==> config.mk <==
export PLATFORM = sky130hd
export DESIGN_NAME = inv_mix_columns_iter
export DESIGN_NICKNAME = d
export VERILOG_FILES = /design/src/rtl/inv_mix_columns_iter.sv
export SDC_FILE = /design/constraint.sdc
export NUM_CORES = 1
export LEC_CHECK = 0
export ABC_CLOCK_PERIOD_IN_PS = 7140
export BUFFER_PORTS_ARGS = -buffer_cell sky130_fd_sc_hd__buf_2
export CAP_MARGIN = 20
export CORE_MARGIN = 2
export CORE_UTILIZATION = 45
export CTS_CLUSTER_SIZE = 24
export DETAILED_ROUTE_END_ITERATION = 10
export GPL_TIMING_DRIVEN = 0
export PLACE_DENSITY_LB_ADDON = 0.15
export SYNTH_ARGS = -nofsm -noshare
export SYNTH_HDL_FRONTEND = slang
export SYNTH_SLANG_ARGS = --single-unit
==> constraint.sdc <==
create_clock -name clk -period 7.14 [get_ports clk]
set_input_delay 0.714 -clock clk [delete_from_list [all_inputs] [get_ports clk]]
set_output_delay 0.714 -clock clk [all_outputs]
set_load 0.02 [all_outputs]
==> src/rtl/inv_mix_columns_iter.sv <==
// Iterative AES InvMixColumns: one column per clock. A bypass option passes the state through for
// the decrypt round that omits InvMixColumns.
module inv_mix_columns_iter (
  input  logic         clk,
  input  logic         rst_n,
  input  logic         in_valid,
  output logic         in_ready,
  input  logic [127:0] state_in,
  input  logic         bypass,
  output logic         out_valid,
  input  logic         out_ready,
  output logic [127:0] state_out,
  output logic         busy,
  output logic [1:0]   fsm_state_o
);

  // Handshakes: a transfer happens on a rising edge where valid and ready are both 1. Valid and its
  // data stay stable until that edge. Ready never depends combinationally on valid.
  typedef enum logic [1:0] {
    IDLE = 2'd0,
    MIX  = 2'd1,
    DONE = 2'd2
  } state_e;

  state_e       state_q, state_d;
  logic [1:0]   col_q, col_d;
  logic [127:0] work_q, work_d;
  logic [127:0] out_q, out_d;
  logic [127:0] mixed_w;

  logic [7:0] a [4];
  logic [7:0] x2 [4];
  logic [7:0] x4 [4];
  logic [7:0] x8 [4];
  logic [7:0] m9 [4];
  logic [7:0] mb [4];
  logic [7:0] md [4];
  logic [7:0] me [4];
  logic [7:0] b [4];

  function automatic logic [7:0] xtime(input logic [7:0] v);
    return {v[6:0], 1'b0} ^ (v[7] ? 8'h1b : 8'h00);
  endfunction

  // Byte s[i] sits at bit 127-8i. With i = {row, col}, that bit is {~row, ~col, 3'b111}.
  function automatic logic [6:0] byte_msb(input logic [1:0] row, input logic [1:0] col);
    return {~row, ~col, 3'b111};
  endfunction

  always_comb begin
    mixed_w = work_q;
    for (int r = 0; r < 4; r++) begin
      a[r]  = work_q[byte_msb(2'(r), col_q) -: 8];
      x2[r] = xtime(a[r]);
      x4[r] = xtime(x2[r]);
      x8[r] = xtime(x4[r]);
      m9[r] = x8[r] ^ a[r];
      mb[r] = x8[r] ^ x2[r] ^ a[r];
      md[r] = x8[r] ^ x4[r] ^ a[r];
      me[r] = x8[r] ^ x4[r] ^ x2[r];
    end
    b[0] = me[0] ^ mb[1] ^ md[2] ^ m9[3];
    b[1] = m9[0] ^ me[1] ^ mb[2] ^ md[3];
    b[2] = md[0] ^ m9[1] ^ me[2] ^ mb[3];
    b[3] = mb[0] ^ md[1] ^ m9[2] ^ me[3];
    for (int r = 0; r < 4; r++) begin
      mixed_w[byte_msb(2'(r), col_q) -: 8] = b[r];
    end
  end

  always_comb begin
    state_d = state_q;
    col_d   = col_q;
    work_d  = work_q;
    out_d   = out_q;
    case (state_q)
      IDLE: begin
        if (in_valid) begin
          work_d = state_in;
          if (bypass) begin
            state_d = DONE;
            out_d   = state_in;
          end else begin
            state_d = MIX;
            col_d   = 2'd0;
          end
        end
      end
      MIX: begin
        work_d = mixed_w;
        col_d  = col_q + 2'd1;
        if (col_q == 2'd3) begin
          state_d = DONE;
          out_d   = mixed_w;
        end
      end
      DONE: begin
        if (out_ready) state_d = IDLE;
      end
      default: state_d = IDLE;
    endcase
  end

  always_ff @(posedge clk or negedge rst_n) begin
    if (!rst_n) begin
      state_q <= IDLE;
      col_q   <= 2'd0;
      work_q  <= 128'h0;
      out_q   <= 128'h0;
    end else begin
      state_q <= state_d;
      col_q   <= col_d;
      work_q  <= work_d;
      out_q   <= out_d;
    end
  end

  assign in_ready    = (state_q == IDLE);
  assign out_valid   = (state_q == DONE);
  assign busy        = (state_q != IDLE);
  assign state_out   = out_q;
  assign fsm_state_o = state_q;

endmodule

==> metrics.log, run 1 <==
[metrics] global route hottest layer: met2
[metrics] Final min period: 4760 ps
[metrics] final setup skew: 14.2 ps
[metrics] number of iterations in the first detailed-routing pass: 8
[metrics] run status: complete, no violations
[metrics] Least-Margin Pin Slew: 1170 ps
[metrics] number of distinct library cells after synthesis: 48
[metrics] clock network latency to the later pin of the worst-skew pair: 560 ps
[metrics] horizontal extent of the die: 187 um
[metrics] largest net degree at the start of global routing: 119
[metrics] fillers: 3,022
[metrics] GR Layer Usage met1: 0.460
[metrics] commonest non-fill, non-tap cells in the layout: 342 x sky130_fd_sc_hd__o21ai_0, 270 x sky130_fd_sc_hd__buf_2, 260 x sky130_fd_sc_hd__dfrtp_1
[metrics] Resize count post-CTS: 0
[metrics] total standard cell area after synthesis: 0.0150 mm^2
[metrics] Setup crit start kind: register
[metrics] per-cell routed wire length: 25.8 um
[metrics] number of H-tree levels: 1
[metrics] initial drt markers: 1,502
[metrics] # diodes: 0
[metrics] wire length of the first global-routing pass: 86,600 um
[metrics] sinks on the clock net: 260
[metrics] register area: 0.00651 mm^2
[metrics] ANT nets after route: 0
[metrics] main flop type after synthesis: sky130_fd_sc_hd__dfrtp_1
[metrics] Synth Net Count: 1,639
[metrics] top fanout value on the critical path: 10
[metrics] critical path endpoint category: register
[metrics] Clock Root Buffer: sky130_fd_sc_hd__clkbuf_16
[metrics] count of pins over their slew limit: 0
[metrics] number of setup violations in the final report: 0
[metrics] total negative slack: 0 ps
[metrics] initial antenna violation count: 1
[metrics] total global routing track utilization: 0.332
[metrics] half-perimeter wire length of the detailed placement result: 43,200 um
[metrics] signal arrival time at the worst endpoint: 5160 ps
[metrics] effective utilization at floorplan: 0.459
[metrics] detailed-route via count: 13,676
[metrics] CTS tree: done
[metrics] Avg Vias per Cell: 6.04
[metrics] hold crit path type: in -> async
[metrics] count of hold-fix buffers inserted at cts: 0
[metrics] fraction of final layout cells sized beyond drive strength 1: 0.216
[metrics] total DRC errors in the routed layout: 0
[metrics] setup repair after global routing missed its margin: false
[metrics] Global Route met3 Usage: 0.0771
[metrics] Highest Clock Rate: 210 MHz
[metrics] area occupied by multi-input gates: 0.00790 mm^2
[metrics] commonest non-fill, non-tap cell in the layout: sky130_fd_sc_hd__o21ai_0
[metrics] detailed-route wire length: 58,400 um
[metrics] class of the most critical setup path: reg -> reg
[metrics] synthesized flop and latch total: 260
[metrics] RePlAce Congestion: 1.02
[metrics] Seq/Total Area, Yosys: 0.434
[metrics] clock-pin transition on the worst setup and hold timing paths: 70 ps
[metrics] R2R setup slack: 2380 ps
[metrics] number of nets in the layout: 1,939
[metrics] final worst path period share: 0.666
[metrics] relative slew slack: 0.220
[metrics] async set-or-reset flop fraction in the synthesized netlist: 1.00
[metrics] average footprint of a synthesized cell: 9.99 um^2
[metrics] DIE HEIGHT: 187 um
[metrics] number of port buffers: 265
[metrics] remaining global-route overflow: 0
[metrics] Warnings, synthesis: 0
[metrics] via count of the first global-routing pass: 13,601
[metrics] synthesized instance count: 1,502
[metrics] GR Util met2: 0.511
[metrics] core box area: 0.0327 mm^2
[metrics] post-synthesis to final-layout area growth: 20.0%
[metrics] Final Hold Viols: 0
[metrics] max-cap violations: 0
[metrics] buffer levels on the longest clock path: 3
[metrics] total clock buffers created by CTS: 29
[metrics] data required time of the worst path: 7540 ps
[metrics] number of rows created at floorplan: 66
[metrics] number of enable flip-flop cells after synthesis: 0
[metrics] boundary pin count: 266
[metrics] number of buffers added for setup after CTS: 0
[metrics] total die area: 0.0348 mm^2
path summary, 6_finish.rpt:
check | cells past startpoint | end | from
worst max-delay path | 9 | work_q[100] | col_q[1]
worst min-delay path | 1 | state_out[107] | rst_n
worst max register to register | 9 | work_q[100] | col_q[1]
worst min register to register | 2 | state_out[11] | state_out[11]
max in group asynchronous | 3 | state_out[87] | rst_n
min in group clk | 2 | fsm_state_o[1] | out_ready
layout make-up:
type                    instances  share of cell area
plain buffers                 126              0.0318
clock buffers                  36              0.0451
clock inverters                15              0.0121
well taps                     442              0.0307
inverters                       8             0.00167
repair buffers                269              0.0781
flip-flops and latches        260               0.362
multi-input cells            1108               0.439
cell usage after synthesis, types with 2 or more instances:
master	n	share of area
sky130_fd_sc_hd__nand2_1	237	0.059
sky130_fd_sc_hd__xnor3_1	49	0.074
sky130_fd_sc_hd__a221oi_2	2	0.0020
sky130_fd_sc_hd__o31ai_1	29	0.015
sky130_fd_sc_hd__nand2b_1	2	0.00083
sky130_fd_sc_hd__xor2_1	30	0.018
sky130_fd_sc_hd__dfrtp_1	260	0.43
sky130_fd_sc_hd__a221o_1	7	0.0047
sky130_fd_sc_hd__a2bb2oi_1	4	0.0023
sky130_fd_sc_hd__xnor3_2	4	0.0063
sky130_fd_sc_hd__xnor2_4	6	0.011
sky130_fd_sc_hd__buf_2	6	0.0020
sky130_fd_sc_hd__a211oi_1	14	0.0070
sky130_fd_sc_hd__o21ai_1	24	0.0080
sky130_fd_sc_hd__nor3_1	4	0.0013
sky130_fd_sc_hd__a221oi_1	24	0.014
sky130_fd_sc_hd__nor2b_1	2	0.00083
sky130_fd_sc_hd__inv_1	8	0.0020
sky130_fd_sc_hd__buf_4	7	0.0035
sky130_fd_sc_hd__o21ai_0	342	0.11
sky130_fd_sc_hd__ha_1	4	0.0033
sky130_fd_sc_hd__a22oi_1	9	0.0045
sky130_fd_sc_hd__a2111oi_2	4	0.0040
sky130_fd_sc_hd__xor3_1	9	0.014
sky130_fd_sc_hd__xnor2_1	58	0.034
sky130_fd_sc_hd__mux4_1	10	0.018
sky130_fd_sc_hd__nor2_1	74	0.019
sky130_fd_sc_hd__a21oi_1	93	0.031
sky130_fd_sc_hd__mux2i_1	2	0.0013
sky130_fd_sc_hd__o22ai_1	3	0.0013
sky130_fd_sc_hd__xnor2_2	10	0.011
sky130_fd_sc_hd__o41ai_1	4	0.0023
sky130_fd_sc_hd__mux4_2	22	0.033
sky130_fd_sc_hd__and3_1	13	0.0054
sky130_fd_sc_hd__or2_2	3	0.0013
sky130_fd_sc_hd__nand3_1	4	0.0013
sky130_fd_sc_hd__buf_6	5	0.0038
sky130_fd_sc_hd__clkbuf_1	104	0.026
logic make-up after synthesis:
family / count (synthesis) / synth area share
fa+ha+maj: 4 / 0.00334
simple gates: 340 / 0.0892
flops: 260 / 0.434
buf+inv: 134 / 0.0402
xor+xnor: 168 / 0.170
mux: 34 / 0.0519
compound gates: 562 / 0.211
per-stage QoR:
| stage | utilization | std cells | setup WS [ps] | cell area [um^2] | hold slack [ps] |
|---|---|---|---|---|---|
| 2_1_floorplan | - | 1502 | 3900 | 15000 | 418 |
| 3_3_place_gp | 0.516 | 2209 | 461 | 16900 | 457 |
| 3_5_place_dp | 0.519 | 2213 | 2610 | 17000 | 464 |
| 4_1_cts | 0.550 | 2264 | 2540 | 18000 | 98.3 |
| 5_1_grt | 0.550 | 2264 | 2200 | 18000 | 112 |
| 6_report | 0.550 | 2264 | 2380 | 18000 | 72.3 |
worst max-delay path, cell delays in order, from the launching register on:
cell                       delay [ps]
sky130_fd_sc_hd__dfrtp_1          510
sky130_fd_sc_hd__buf_2            430
sky130_fd_sc_hd__buf_2            530
sky130_fd_sc_hd__mux4_2           450
sky130_fd_sc_hd__xnor2_2          230
sky130_fd_sc_hd__xnor2_1          670
sky130_fd_sc_hd__xnor3_1          570
sky130_fd_sc_hd__xnor2_2          200
sky130_fd_sc_hd__a221oi_1         800
sky130_fd_sc_hd__o21ai_0          200
flip-flops by register name (all words and copies together) (netlist names):
name / cells
state_out: 128
fsm_state_o: 2
col_q: 2
work_q: 128
routing by layer:
layer / routed length [um] / vias to the layer above
met4: 2290 / 2
li1: - / 5971
met2: 25900 / 891
met1: 23800 / 6661
met5: 11 / -
met3: 6440 / 151
Power of run 1 is not shown: default switching activity piles up to over one toggle a cycle in this logic, so the estimate is an artifact.
==> run 2, diff against run 1 <==
Settings changed: ABC_CLOCK_PERIOD_IN_PS 7140 to 3850.
Clock period 7.14 ns to 3.85 ns, I/O delays scaled along.
==> run 2 against run 1 <==
Clock-buffer cell count stayed put; first-iteration DRC count is 7.9% higher; flip-flop and latch count stayed put; non-clock buffer count is 5 higher; critical path depth is 1 higher; routed wire length hardly changed; hold slack worse by 39 ps; via count is 0.29% lower; core utilization is 1.1 points higher; largest cell class unchanged.
==> metrics.log, run 2 (synthesis gave the netlist of run 1 again) <==
[metrics] run status: complete, no violations
[metrics] initial drt markers: 1,620
[metrics] data required time of the worst path: 4260 ps
[metrics] placed inst area: 0.0170 mm^2
[metrics] Placed Cells: 2,213
[metrics] Avg Vias per Cell: 6.01
[metrics] per-cell routed wire length: 25.7 um
[metrics] initial antenna violation count: 0
[metrics] final worst path period share: 0.988
[metrics] CTS tree: done
[metrics] wire length of the first global-routing pass: 86,900 um
[metrics] total die area: 0.0348 mm^2
[metrics] sinks on the clock net: 260
[metrics] DIE HEIGHT: 187 um
[metrics] half-perimeter wire length of the detailed placement result: 43,200 um
[metrics] final critical-path setup slack: 45.5 ps
[metrics] relative slew slack: 0.183
[metrics] number of cells on the worst reg-to-reg path: 10
[metrics] Final Hold Viols: 0
[metrics] buffer levels on the longest clock path: 3
[metrics] horizontal extent of the die: 187 um
[metrics] area occupied by multi-input gates: 0.00817 mm^2
[metrics] boundary pin count: 266
[metrics] post-route cell area: 0.0183 mm^2
[metrics] Final min period: 3800 ps
[metrics] critical path endpoint category: register
[metrics] clock network latency to the later pin of the worst-skew pair: 560 ps
[metrics] final setup skew: 13.3 ps
[metrics] number of nets in the layout: 1,944
[metrics] number of cells in the finished layout apart from fillers: 2,269
[metrics] class of the most critical setup path: reg -> reg
[metrics] total DRC errors in the routed layout: 0
[metrics] commonest non-fill, non-tap cells in the layout: 340 x sky130_fd_sc_hd__o21ai_0, 269 x sky130_fd_sc_hd__buf_2, 258 x sky130_fd_sc_hd__dfrtp_1
[metrics] detailed-route wire length: 58,300 um
[metrics] via count of the first global-routing pass: 13,621
[metrics] detailed-route via count: 13,636
[metrics] register area: 0.00651 mm^2
[metrics] effective utilization at floorplan: 0.459
[metrics] worst reg2reg startpoint: col_q[0]
[metrics] top fanout value on the critical path: 10
[metrics] total clock buffers created by CTS: 29
[metrics] # diodes: 0
[metrics] Least-Margin Pin Slew: 1230 ps
[metrics] number of H-tree levels: 1
[metrics] number of rows created at floorplan: 66
[metrics] Endpoint, Worst Hold: fsm_state_o[1]
[metrics] destination of the worst register-to-register timing path: state_out[108]
[metrics] Setup crit start kind: register
[metrics] fraction of final layout cells sized beyond drive strength 1: 0.236
[metrics] fillers: 2,988
[metrics] number of port buffers: 265
[metrics] CP Buf/Inv Count: 3
[metrics] ANT nets after route: 0
[metrics] total negative slack: 0 ps
[metrics] Stages on worst setup path: 10
[metrics] startpoint of the most critical setup path: col_q[0]
[metrics] largest net degree at the start of global routing: 119
[metrics] Top delay family on crit path: XOR/XNOR gates
[metrics] count of pins over their slew limit: 0
[metrics] maximum single-stage delay on the critical path: 520 ps
[metrics] startpoint of the tightest hold check path: out_ready
[metrics] R2R setup slack: 50 ps
[metrics] RePlAce Congestion: 1.02
[metrics] commonest non-fill, non-tap cell in the layout: sky130_fd_sc_hd__o21ai_0
[metrics] post-synthesis to final-layout area growth: 22.3%
[metrics] Clock Root Buffer: sky130_fd_sc_hd__clkbuf_16
[metrics] setup repair after global routing missed its margin: false
[metrics] max-cap violations: 0
[metrics] cell depth of the worst hold path: 2
[metrics] Highest Clock Rate: 263 MHz
[metrics] cell chain of the critical path: buf_12, buf_12, mux4_2, buf_4, xnor3_1, xnor3_2, xnor3_2, xnor2_4, a221oi_1, o31ai_1
[metrics] core box area: 0.0327 mm^2
[metrics] cell with the biggest individual delay on the critical path: sky130_fd_sc_hd__mux4_2
[metrics] number of iterations in the first detailed-routing pass: 5
[metrics] hold crit path type: in -> reg
[metrics] number of setup violations in the final report: 0
[metrics] clock-pin transition on the worst setup and hold timing paths: 70 ps
[metrics] total global routing track utilization: 0.332
[metrics] remaining global-route overflow: 0
[metrics] signal arrival time at the worst endpoint: 4210 ps
[metrics] Place WS: -683 ps
run 2: cell count changes in the layout (fill, tap and decap cells not counted), moves of 3 or more:
cell                       before  now
sky130_fd_sc_hd__a211oi_1      14   11
sky130_fd_sc_hd__a211oi_2       0    3
sky130_fd_sc_hd__a221oi_1      24   17
sky130_fd_sc_hd__a221oi_2       2    8
sky130_fd_sc_hd__buf_4          9   13
sky130_fd_sc_hd__xnor2_1       58   47
sky130_fd_sc_hd__xnor2_2       10   15
sky130_fd_sc_hd__xnor2_4        6   12
sky130_fd_sc_hd__xor2_1        30   27
run 2: layer usage:
metal / global-route usage / part of all wire / vias to the layer above
met5: 0 / 0 / -
met2: 0.515 / 0.44 / 822
met4: 0.120 / 0.041 / 0
met1: 0.467 / 0.41 / 6674
li1: - / - / 5993
met3: 0.0655 / 0.10 / 147
run 2: cell type report:
class | instances | share of cell area
Tap cell | 442 | 0.0301
Inverter | 8 | 0.00164
Clock inverter | 15 | 0.0119
Multi-Input combinational cell | 1108 | 0.445
Timing Repair Buffer | 275 | 0.0795
Sequential cell | 260 | 0.355
Clock buffer | 36 | 0.0443
Buffer | 125 | 0.0325
run 2: how the worst max path moves through the flow:
stage,end
3_5_place_dp,work_q[100]
2_1_floorplan,state_out[124]
6_report,state_out[108]
3_3_place_gp,state_out[89]
4_1_cts,state_out[108]
5_1_grt,work_q[58]
run 2: repair_timing:
action                                  CTS  global route
endpoints found under the setup margin  222           105
buffers inserted                          2             2
hold buffers                              1             0
hold endpoints to repair                 59             0
pin swaps                                 2             2
gates resized for setup                  40            12
run 2: metrics by stage:
stage	hold WS (ps)	utilization
global placement	457	0.516
global route	46.4	0.561
finish	33.5	0.561
floorplan	89.4	-
detailed placement	350	0.519
CTS	26.7	0.559
Power of run 2 is left out for the same reason.
